## src/rtl/onehot_encoder_rv_pkg.sv

```systemverilog
// Shared definitions for the one-hot encoder with ready/valid skid buffer.
package onehot_encoder_rv_pkg;

    // Skid-buffer occupancy state. Bit 0 set means main holds a word and
    // bit 1 set means skid holds a word too; 2'b10 is unreachable.
    typedef enum logic [1:0] {
        S_EMPTY = 2'b00,
        S_ONE   = 2'b01,
        S_FULL  = 2'b11
    } state_t;

    localparam int DEF_WIDTH = 4;
    localparam int DEF_LEN   = 8;

    // Width of the full {B,A} one-hot vector for a given half width.
    function automatic int oh_width(input int len);
        return 2 * len;
    endfunction

    localparam int OH_W = oh_width(DEF_LEN);

endpackage

```

## src/rtl/onehot_encode_comb.sv

```systemverilog
// Combinational binary-to-one-hot encoder producing {B,A} plus a range error.
module onehot_encode_comb
    import onehot_encoder_rv_pkg::*;
#(
    parameter int WIDTH = DEF_WIDTH,
    parameter int LEN   = DEF_LEN
) (
    input  logic [WIDTH-1:0]          i_Y,
    output logic [oh_width(LEN)-1:0]  o_oh,
    output logic                      o_err
);

    localparam int OHW = oh_width(LEN);

    // Compare at 32 bits so the range check stays unsigned and width-clean
    // for any WIDTH; when 2^WIDTH <= OHW the error term folds to zero.
    logic [31:0] y_w;

    // One-hot decode of the position; positions past the vector give all-zero plus error.
    always_comb begin
        y_w   = 32'(i_Y);
        o_oh  = '0;
        o_err = (y_w >= 32'(OHW));
        for (int i = 0; i < OHW; i++) begin
            o_oh[i] = (y_w == 32'(i));
        end
    end

endmodule

```

## src/rtl/onehot_encoder_rv.sv

```systemverilog
// Binary position to split one-hot {B,A} encoder with a 2-entry skid buffer
// on a ready/valid interface, sustaining one word per cycle under backpressure.
//
// state   | meaning
// --------+-----------------------------------------------------------
// S_EMPTY | no word held; o_VALID=0, o_READY=1
// S_ONE   | main holds the output word; o_VALID=1, o_READY=1
// S_FULL  | main and skid both hold words; o_VALID=1, o_READY=0
module onehot_encoder_rv
    import onehot_encoder_rv_pkg::*;
#(
    parameter int WIDTH = DEF_WIDTH,
    parameter int LEN   = DEF_LEN
) (
    input  logic             i_CLK,
    input  logic             i_RSTn,
    input  logic             i_VALID,
    output logic             o_READY,
    input  logic [WIDTH-1:0] i_Y,
    output logic             o_VALID,
    input  logic             i_READY,
    output logic [LEN-1:0]   o_A_OH,
    output logic [LEN-1:0]   o_B_OH,
    output logic             o_ERR
);

    localparam int OHW = oh_width(LEN);

    logic [OHW-1:0] enc_oh;
    logic           enc_err;
    logic [LEN-1:0] enc_a;
    logic [LEN-1:0] enc_b;

    state_t         state;
    logic [LEN-1:0] main_a;
    logic [LEN-1:0] main_b;
    logic           main_err;
    logic [LEN-1:0] skid_a;
    logic [LEN-1:0] skid_b;
    logic           skid_err;

    logic           in_fire;
    logic           out_fire;

    onehot_encode_comb #(
        .WIDTH (WIDTH),
        .LEN   (LEN)
    ) u_encode (
        .i_Y   (i_Y),
        .o_oh  (enc_oh),
        .o_err (enc_err)
    );

    assign enc_a = enc_oh[LEN-1:0];
    assign enc_b = enc_oh[OHW-1:LEN];

    // Handshake flags are decoded from registered state only, so neither
    // side sees a combinational path through the other's ready/valid.
    assign o_VALID  = (state != S_EMPTY);
    assign o_READY  = (state != S_FULL);
    assign in_fire  = i_VALID & o_READY;
    assign out_fire = o_VALID & i_READY;

    assign o_A_OH = main_a;
    assign o_B_OH = main_b;
    assign o_ERR  = main_err;

    // Skid-buffer FSM: main register drives the outputs, skid absorbs the
    // one extra word accepted in the cycle the consumer stalls.
    always_ff @(posedge i_CLK or negedge i_RSTn) begin
        if (!i_RSTn) begin
            state    <= S_EMPTY;
            main_a   <= '0;
            main_b   <= '0;
            main_err <= 1'b0;
            skid_a   <= '0;
            skid_b   <= '0;
            skid_err <= 1'b0;
        end else begin
            case (state)
                S_EMPTY: begin
                    if (in_fire) begin
                        main_a   <= enc_a;
                        main_b   <= enc_b;
                        main_err <= enc_err;
                        state    <= S_ONE;
                    end
                end
                S_ONE: begin
                    if (in_fire && out_fire) begin
                        main_a   <= enc_a;
                        main_b   <= enc_b;
                        main_err <= enc_err;
                    end else if (in_fire) begin
                        skid_a   <= enc_a;
                        skid_b   <= enc_b;
                        skid_err <= enc_err;
                        state    <= S_FULL;
                    end else if (out_fire) begin
                        // Main keeps its stale word; it is not sampled while empty.
                        state <= S_EMPTY;
                    end
                end
                S_FULL: begin
                    // o_READY is low here, so only the drain side can fire.
                    if (out_fire) begin
                        main_a   <= skid_a;
                        main_b   <= skid_b;
                        main_err <= skid_err;
                        state    <= S_ONE;
                    end
                end
                default: begin
                    state <= S_EMPTY;
                end
            endcase
        end
    end

endmodule
```

## config.mk

```make
export PLATFORM = sky130hd
export DESIGN_NAME = onehot_encoder_rv
export DESIGN_NICKNAME = d
export VERILOG_FILES = /design/src/rtl/onehot_encoder_rv_pkg.sv /design/src/rtl/onehot_encode_comb.sv /design/src/rtl/onehot_encoder_rv.sv
export SDC_FILE = /design/constraint.sdc
export NUM_CORES = 1
export LEC_CHECK = 0
export CORE_MARGIN = 5
export CORE_UTILIZATION = 45
export DETAILED_ROUTE_END_ITERATION = 12
export GPL_ROUTABILITY_DRIVEN = 1
export MAX_ROUTING_LAYER = met4
export PLACE_DENSITY = 0.69
export SLEW_MARGIN = 20
export SYNTH_ARGS = -nofsm -noshare
export SYNTH_HDL_FRONTEND = slang
export SYNTH_SLANG_ARGS = --single-unit
```

## constraint.sdc

```tcl
create_clock -name i_CLK -period 2.9 [get_ports i_CLK]
set_input_delay 0.435 -clock i_CLK [delete_from_list [all_inputs] [get_ports i_CLK]]
set_output_delay 0.435 -clock i_CLK [all_outputs]
set_load 0.005 [all_outputs]
```

==> Word-level counts from Yosys, hierarchy flattened <==
Cells that the tools add are included.
{ "word_totals": {"regBits": 35, "input_bits": 8} }
{ "classes": {"n_reduce_logical": 8, "n_mux": 18, "eq_ne": 23, "bitwise": 3} }
{ "op_table": {"columns": ["op", "count"], "rows": [
  ["$mux W8", 6],
  ["$pmux W8 S3", 2],
  ["$eq A4 B4 Y1 const B", 8],
  ["$eq A4 B3 Y1 const B", 4],
  ["$mux W2", 5],
  ["$ne A2 B2 Y1 const B", 5],
  ["$eq A4 B2 Y1 const B", 2],
  ["$reduce_and A4 Y1", 2],
  ["$pmux W2 S3", 1],
  ["$eq A4 B1 Y1 const B", 1],
  ["$logic_not A4 Y1", 1],
  ["$mux W1", 3],
  ["$ne A3 B3 Y1 const B", 1],
  ["$pmux W1 S3", 1],
  ["$reduce_and A3 Y1", 1],
  ["$reduce_bool A3 Y1", 1],
  ["$and A1 B1 Y1", 2],
  ["$eq A2 B1 Y1 const B", 1],
  ["$eq A2 B2 Y1 const B", 1],
  ["$logic_not A2 Y1", 1],
  ["$reduce_bool A2 Y1", 1],
  ["$logic_and A1 B1 Y1", 1],
  ["$not A1 Y1", 1]
]} }

==> Longest topological paths before layout <==
Gate-level depths: netlist of the first run.
{ "logic_depth": {"depth_word": 6, "mapped_depth": 8, "ltp_nobuf": 6} }

==> Cells and area by module <==
From an unflattened synthesis of the first run, not the netlist that was laid out.
{ "unflattened": {"cells_unflattened": 136, "hier_area_um2": 2000.7} }
{ "by_module_without_submodules": {"columns": ["module", "area_each_um2", "seq_area_each_um2", "n_inst", "cells_per_inst"], "rows": [
  ["onehot_encoder_rv", 1762.9, 900.9, 1, 114],
  ["onehot_encode_comb", 237.7, 0.0, 1, 22]
]} }

==> Worst setup path after synthesis of the first run <==
No wires, ideal clock.
{ "synth_path": {"path_type": "reg2reg", "start": "reg state[0]", "end": "reg main_a[0], in the netlist o_A_OH[0]", "path_buffers": 3, "slack_ps": 1077, "path_stages_with_launch": 9, "synth_period_minus_slack_ps": 1823, "t_arrival_ps": 1698, "path_cell_list": "dfrtp_1 -> ha_1 -> buf_6 -> nand2b_4 -> a211oi_2 -> a21o_1 -> buf_6 -> buf_12 -> mux2_4"} }
{ "synth_via": {"elab_chain_len": 5, "elab_cells_between_ends": 14, "cone_classes": "eq/ne: 6; mux: 1; bitwise: 2; reduce/logical: 5"} }
{ "synth_rtl": {"columns": ["element", "line_no", "source"], "rows": [
  ["from (decl)", "onehot_encoder_rv.sv:34", "state_t state;"],
  ["from (signal assigned)", "onehot_encoder_rv.sv:72", "state <= S_EMPTY;"],
  ["from (signal assigned)", "onehot_encoder_rv.sv:86", "state <= S_ONE;"],
  ["from (signal assigned)", "onehot_encoder_rv.sv:98", "state <= S_FULL;"],
  ["$ne A2 B2 Y1 or $reduce_bool A2 Y1 (tied branches)", "onehot_encoder_rv.sv:60, onehot_encoder_rv.sv:59", null],
  ["$and A1 B1 Y1, on equally long branches", "onehot_encoder_rv.sv:61, onehot_encoder_rv.sv:62", null],
  ["$logic_and A1 B1 Y1", "onehot_encoder_rv.sv:90", "if (in_fire && out_fire) begin"],
  ["$ne A2 B2 Y1 (no source line)", null, null],
  ["$reduce_and A4 Y1 (no source line)", null, null],
  ["to (signal assigned)", "onehot_encoder_rv.sv:83", "main_a <= enc_a;"],
  ["to (signal assigned)", "onehot_encoder_rv.sv:91", "main_a <= enc_a;"],
  ["to (signal assigned)", "onehot_encoder_rv.sv:107", "main_a <= skid_a;"],
  ["to (decl)", "onehot_encoder_rv.sv:35", "logic [LEN-1:0] main_a;"]
]} }
Parallel ways exist; a longest one is shown, timed or not.
A chain may end at the register's enable or synchronous reset.

==> Final worst setup path of the first run <==
{ "layout_path": {"start": "reg state[0]", "end": "reg main_a[3], in the netlist o_A_OH[3]"} }
Same word-level chain as after synthesis.

==> results of run 1 <==
-- routing by layer --
metal  track usage [%]  share of wire (%)  vias up  routed length (um)
li1                  -                  -      640                   -
met1              18.5                 47      618                1620
met2              21.7                 45       32                1540
met3              5.26                5.8        7                 200
met4              5.64                1.7        0                  57
met5                 -                  0        -                   0
-- worst register-to-register path: stages (launching register included) --
cell	delay, ns
dfrtp_1	0.39
inv_1	0.08
ha_1	0.24
nand2b_1	0.20
a211oi_2	0.19
a21o_1	0.33
buf_4	0.29
mux2_4	0.32
-- layout make-up --
cell class,instances,area [um^2]
clock inverter,1,5.00
sequential,34,851
tap,48,60.1
fill,341,1620
timing repair buffer,30,288
inverter,5,18.8
multi-input combinational,124,788
clock buffer,7,86.3
-- cells by family after synthesis --
group,count (synthesis)
AOI/OAI and AO/OA,38
adders and majority gates,4
buffers and inverters,19
DFF,34
muxes,18
other,1
and+or+nand+nor,63
-- power groups by stage --
stage,clock network (mW),registers (mW),logic (mW)
2_1_floorplan,0,0.754,0.634
3_3_place_gp,0,0.754,0.899
3_5_place_dp,0,0.766,0.923
4_1_cts,0.364,0.760,0.925
5_1_grt,0.383,0.781,0.993
6_report,0.351,0.757,0.914
-- cell usage after synthesis --
cell	number
nand3b_1	1
o21ai_0	26
buf_12	1
nand4_1	2
dfrtp_1	34
nand3_1	5
a21oi_1	2
conb_1	1
o211ai_1	1
nor2b_1	4
mux2_2	6
inv_1	5
mux2_1	2
clkbuf_1	10
a21o_1	1
nand2b_1	2
nand2_1	44
nor2_1	4
a211oi_2	1
mux2_4	10
buf_6	2
o21ai_1	3
nand2b_4	1
ha_1	4
o41ai_1	4
buf_4	1
-- through the flow --
step                      setup WS (ns)  utilization [%]  power [mW]  cells
final                             0.756             56.4        2.02    249
after global routing              0.653             56.4        2.16    249
after CTS                         0.736             56.4        2.05    249
after detailed placement          0.522             54.0        1.69    241
after global placement            0.578             54.0        1.65    241
after floorplan                    1.08                -        1.39    177
-- state kept, by name (all words and copies together) (netlist names) --
register  count
skid_a        8
state         2
o_B_OH        8
o_A_OH        8
skid_b        8
-- path summary, 6_finish.rpt --
path	end	slack (ns)	cells after the start
max	o_A_OH[3]	0.76	7
min	skid_a[3]	0.48	2
max reg2reg	o_A_OH[3]	0.76	7
min reg2reg	skid_a[3]	0.48	2
max in group asynchronous	skid_b[2]	2.03	2
min in group asynchronous	o_A_OH[2]	0.56	2
-- cells in the final DEF (no fill, tap or decap), drive strengths merged, types with 5 or more instances in the layout --
cell           instances
buf                    5
clkbuf                 7
clkdlybuf4s50         25
dfrtp                 34
inv                    5
mux2                  18
nand2                 44
nand3                  5
o21ai                 29
==> impl_metrics.toml, run 1 <==
[status]
status = "finished clean"

[clock_network]
ctsHtreeMaxLevel = 2
clk_path_buf_depth = 2
numCtsBuffers = 5
cts_resized = 0
cts_tree = "done"
cts_sinks = 34
cts_hold_buf = 0
clk_pin_slew_ns = 0.06
root_buffer = "clkbuf_8"
clk-insertion-delay-late_ns = 0.29
post_cts_buffers = 0

[pwr]
vdd_ir_drop_max_v = 0.000473
power_frac_seq_pct = 37.4
sw_frac_of_total_pct = 32.7
power.internal_mw = 1.36
comb_power_share_pct = 45.2
power.switching_mw = 0.661
p_clk_share_pct = 17.4
p_leak_nw = 0.932
powerDensity_nw_per_um2 = 965

[placed_design]
port_buffers = 25
dpl.hpwl_um = 2460
place.gp.congestion = 0.761
placed_area_um2 = 2010

[sta]
finalMaxSlewViolations = 0
finalSetupTns_ns = 0
setup_viol = 0
finalHoldViolCount = 0
rsz0062_at_grt = "no"
holdWs_ns = 0.477
post-route-period-util_pct = 73.9
fmaxAchievable_mhz = 466
period_minus_slack_ns = 2.14
clock_skew_ns = 0.00528

[logic_synthesis]
synth_top_area_share_pct = 48.7
synth_area_leaders = "dfrtp_1, nand2_1, mux2_4, o21ai_0, mux2_2"
ys_warn_count = 0
synth_top_family_by_area = "simple AND/OR/NAND/NOR gates"
synth-seq-area-share_pct = 48.7
synthMuxAreaShare_pct = 13.8
synth_area_leader_cell = "dfrtp_1"
avgSynthCellArea_um2 = 9.86
synth-simple-area-share_pct = 15.8
synth_fp_nets = 189
ys_ff_latch = 34
synth_cell_types = 26
synth_compound_area_share_pct = 12.5
syn_area_um2 = 1750
synthAdderAreaFrac_pct = 2.87
synthXorXnorAreaFrac_pct = 0
syn-instance-count = 177

[critical_path]
r2r_start = "state[0]"
worst_ep_arrival_time_ns = 2.31
crit_start = "state[0]"
critPathKind = "flop to flop"
crit_buf_inv = 2
crit_chain = "inv_1, ha_1, nand2b_1, a211oi_2, a21o_1, buf_4, mux2_4"
required_ns = 3.07
cpLargestDelayFamily = "compound AO/OA/AOI/OAI gates"
path_max_fanout = 9
cp_slowest_cell = "dfrtp_1"
max_stage_delay_ns = 0.39
worst_setup_path_end_kind = "flop"
crit_path_start_kind = "flop"

[global_routing]
antenna_found_initial = 0
grt_max_degree = 35
grt_pass1_vias = 1241
track_usage_pct = 14.7
grt_pass1_wl_um = 5750
grt_overflow_total = 0

[floorplan]
die_y_um = 72.3
initial_utilization_pct = 47.0
io_pins = 27
rows = 22
die_area_um2 = 5220
core_area_um2 = 3720
die_w_um = 72.3

[route]
ant_nets = 0
vias_per_cell = 5.21
drtIter0Drc = 77
wl_per_cell_um = 13.7
vias = 1297
wl_um = 3420
firstDrtPassIters = 5
drc = 0

[final_layout]
num_antenna_cells = 0
final_area_um2 = 2100
drive_above_1_share_pct = 14.9
layout-area-overhead-vs-synth_pct = 20.1
finalNetCount = 212

[run]
drv_cap = 0

[min_path]
holdCritStartpoint = "skid_a[3]"
hold_path.class = "flop to flop"
(Power assumes the default switching activity.)
==> run 2: changes to the inputs <==
--- a/config.mk
+++ b/config.mk
@@ -10,7 +10,7 @@
 export DETAILED_ROUTE_END_ITERATION = 12
 export GPL_ROUTABILITY_DRIVEN = 1
 export MAX_ROUTING_LAYER = met4
-export PLACE_DENSITY = 0.69
+export PLACE_DENSITY = 0.71
 export SLEW_MARGIN = 20
 export SYNTH_ARGS = -nofsm -noshare
 export SYNTH_HDL_FRONTEND = slang
==> constraint.sdc (replaced) <==
create_clock -name i_CLK -period 1.9 [get_ports i_CLK]
set_input_delay 0.285 -clock i_CLK [delete_from_list [all_inputs] [get_ports i_CLK]]
set_output_delay 0.285 -clock i_CLK [all_outputs]
set_load 0.005 [all_outputs]
==> run 2 against run 1 <==
  * Global-route usage shrank 0.26 points
  * Clock-buffer cell count shrank 2
  * Cell count grew 2.4%
  * Clock skew shrank 0.0025 ns
  * Largest cell class unchanged
==> impl_metrics.toml, run 2 (synthesis results as in run 1) <==
[global_routing]
met2_usage_pct = 23.6
grt_max_degree = 35
busiest_layer = "met2"
met1_usage_pct = 16.8
grt_pass1_wl_um = 5730
track_usage_pct = 14.5
grt_overflow_total = 0
grt_pass1_vias = 1266
antenna_found_initial = 0
grt_use_met3_pct = 4.57

[placed_design]
place.gp.congestion = 0.806
port_buffers = 25
dpl.hpwl_um = 2630
place_ws_ns = -0.0647

[sta]
finalHoldViolCount = 0
clock_skew_ns = 0.00279
layout_setup_ws_ns = 0.0451
fmaxAchievable_mhz = 539
setup_viol = 0
period_minus_slack_ns = 1.85
finalMaxSlewViolations = 0
post-route-period-util_pct = 97.6
rsz0062_at_grt = "yes"

[route]
vias_per_cell = 5.22
wl_per_cell_um = 13.8
firstDrtPassIters = 4
drtIter0Drc = 67
vias = 1331
wl_um = 3510
drc = 0
ant_nets = 0

[final_layout]
register_area_um2 = 853
drive_above_1_share_pct = 19.8
finalNetCount = 218
fill_cells = 324
final_common_cell = "nand2_1"
layout-area-overhead-vs-synth_pct = 25.5
final_cell_mix = "nand2_1, dfrtp_1, o21ai_0"
num_antenna_cells = 0
multi_input_area_um2 = 803

[clock_network]
clk_pin_slew_ns = 0.07
clk_path_buf_depth = 2
root_buffer = "clkbuf_8"
cts_sinks = 34
clk-insertion-delay-late_ns = 0.28
cts_tree = "done"
ctsHtreeMaxLevel = 2
numCtsBuffers = 5

[critical_path]
required_ns = 2.07
crit_path_start_kind = "flop"
worst_setup_path_end_kind = "flop"
cp_slowest_cell = "dfrtp_2"
crit_cells = 7
cpLargestDelayFamily = "flip-flops"
ff2ff_path_depth = 7
path_max_fanout = 9
crit_chain = "inv_1, ha_1, nand2b_1, a211oi_2, a21o_1, buf_4, mux2_4"
worst_ep_arrival_time_ns = 2.02
crit_buf_inv = 2
max_stage_delay_ns = 0.40
critPathKind = "flop to flop"

[floorplan]
die_w_um = 72.3
rows = 22
core_area_um2 = 3720
die_y_um = 72.3
die_area_um2 = 5220
io_pins = 27
initial_utilization_pct = 47.0

[run]
drv_cap = 0

[pwr]
power.total_mw = 3.30
p_leak_nw = 0.973
vdd_ir_drop_max_v = 0.000582
powerDensity_nw_per_um2 = 1510

[min_path]
hold_path.class = "input pin to asynchronous set/reset pin"

[status]
status = "finished clean"
## run 2: final timing paths
| path | startpoint | to | slack [ns] |
|---|---|---|---|
| setup reg to reg | state[0] | o_B_OH[7] | 0.05 |
| hold / removal | i_RSTn | skid_a[0] | 0.42 |
| hold reg to reg | skid_a[6] | skid_a[6] | 0.49 |
| setup / recovery | state[0] | o_B_OH[7] | 0.05 |
| min in group i_CLK | skid_a[6] | skid_a[6] | 0.49 |
| max in group asynchronous | i_RSTn | state[1] | 1.16 |
## run 2: where the power goes
| part | total [mW] | switching, mW | internal (mW) |
|---|---|---|---|
| clock network | 0.637 | 0.251 | 0.385 |
| logic | 1.50 | 0.629 | 0.869 |
| registers | 1.17 | 0.170 | 1.00 |
## run 2: through the flow
stage | area [um^2] | TNS [ns] | utilization (%) | std cells | hold WS, ns
6_report | 2190 | 0 | 59.0 | 255 | 0.415
3_3_place_gp | 2040 | 0 | 54.8 | 245 | 0.455
4_1_cts | 2170 | -0.0132 | 58.3 | 254 | 0.424
3_5_place_dp | 2040 | -0.853 | 54.8 | 245 | 0.472
5_1_grt | 2190 | -0.309 | 59.0 | 255 | 0.461
2_1_floorplan | 1750 | 0 | - | 177 | -0.0106
## run 2: routing by layer
layer	part of all wire, %	vias to the layer above	wire [um]
li1	-	653	-
met1	44	631	1550
met5	0	-	0
met3	5.0	7	174
met2	49	40	1730
met4	1.6	0	57
## run 2: timing repair
action	CTS	global route
endpoints found under the hold margin	0	0
gates resized for setup	4	6
pin swaps	0	1
setup buffers	1	1
hold buffers	0	0
setup endpoints to repair	2	28
## run 2: area by class of cell
cell class	count	area share, %
sequential	34	38.9
multi-input combinational	124	36.7
timing repair buffer	36	15.8
clock buffer	5	3.14
tap	48	2.74
clock inverter	3	1.83
inverter	5	0.857
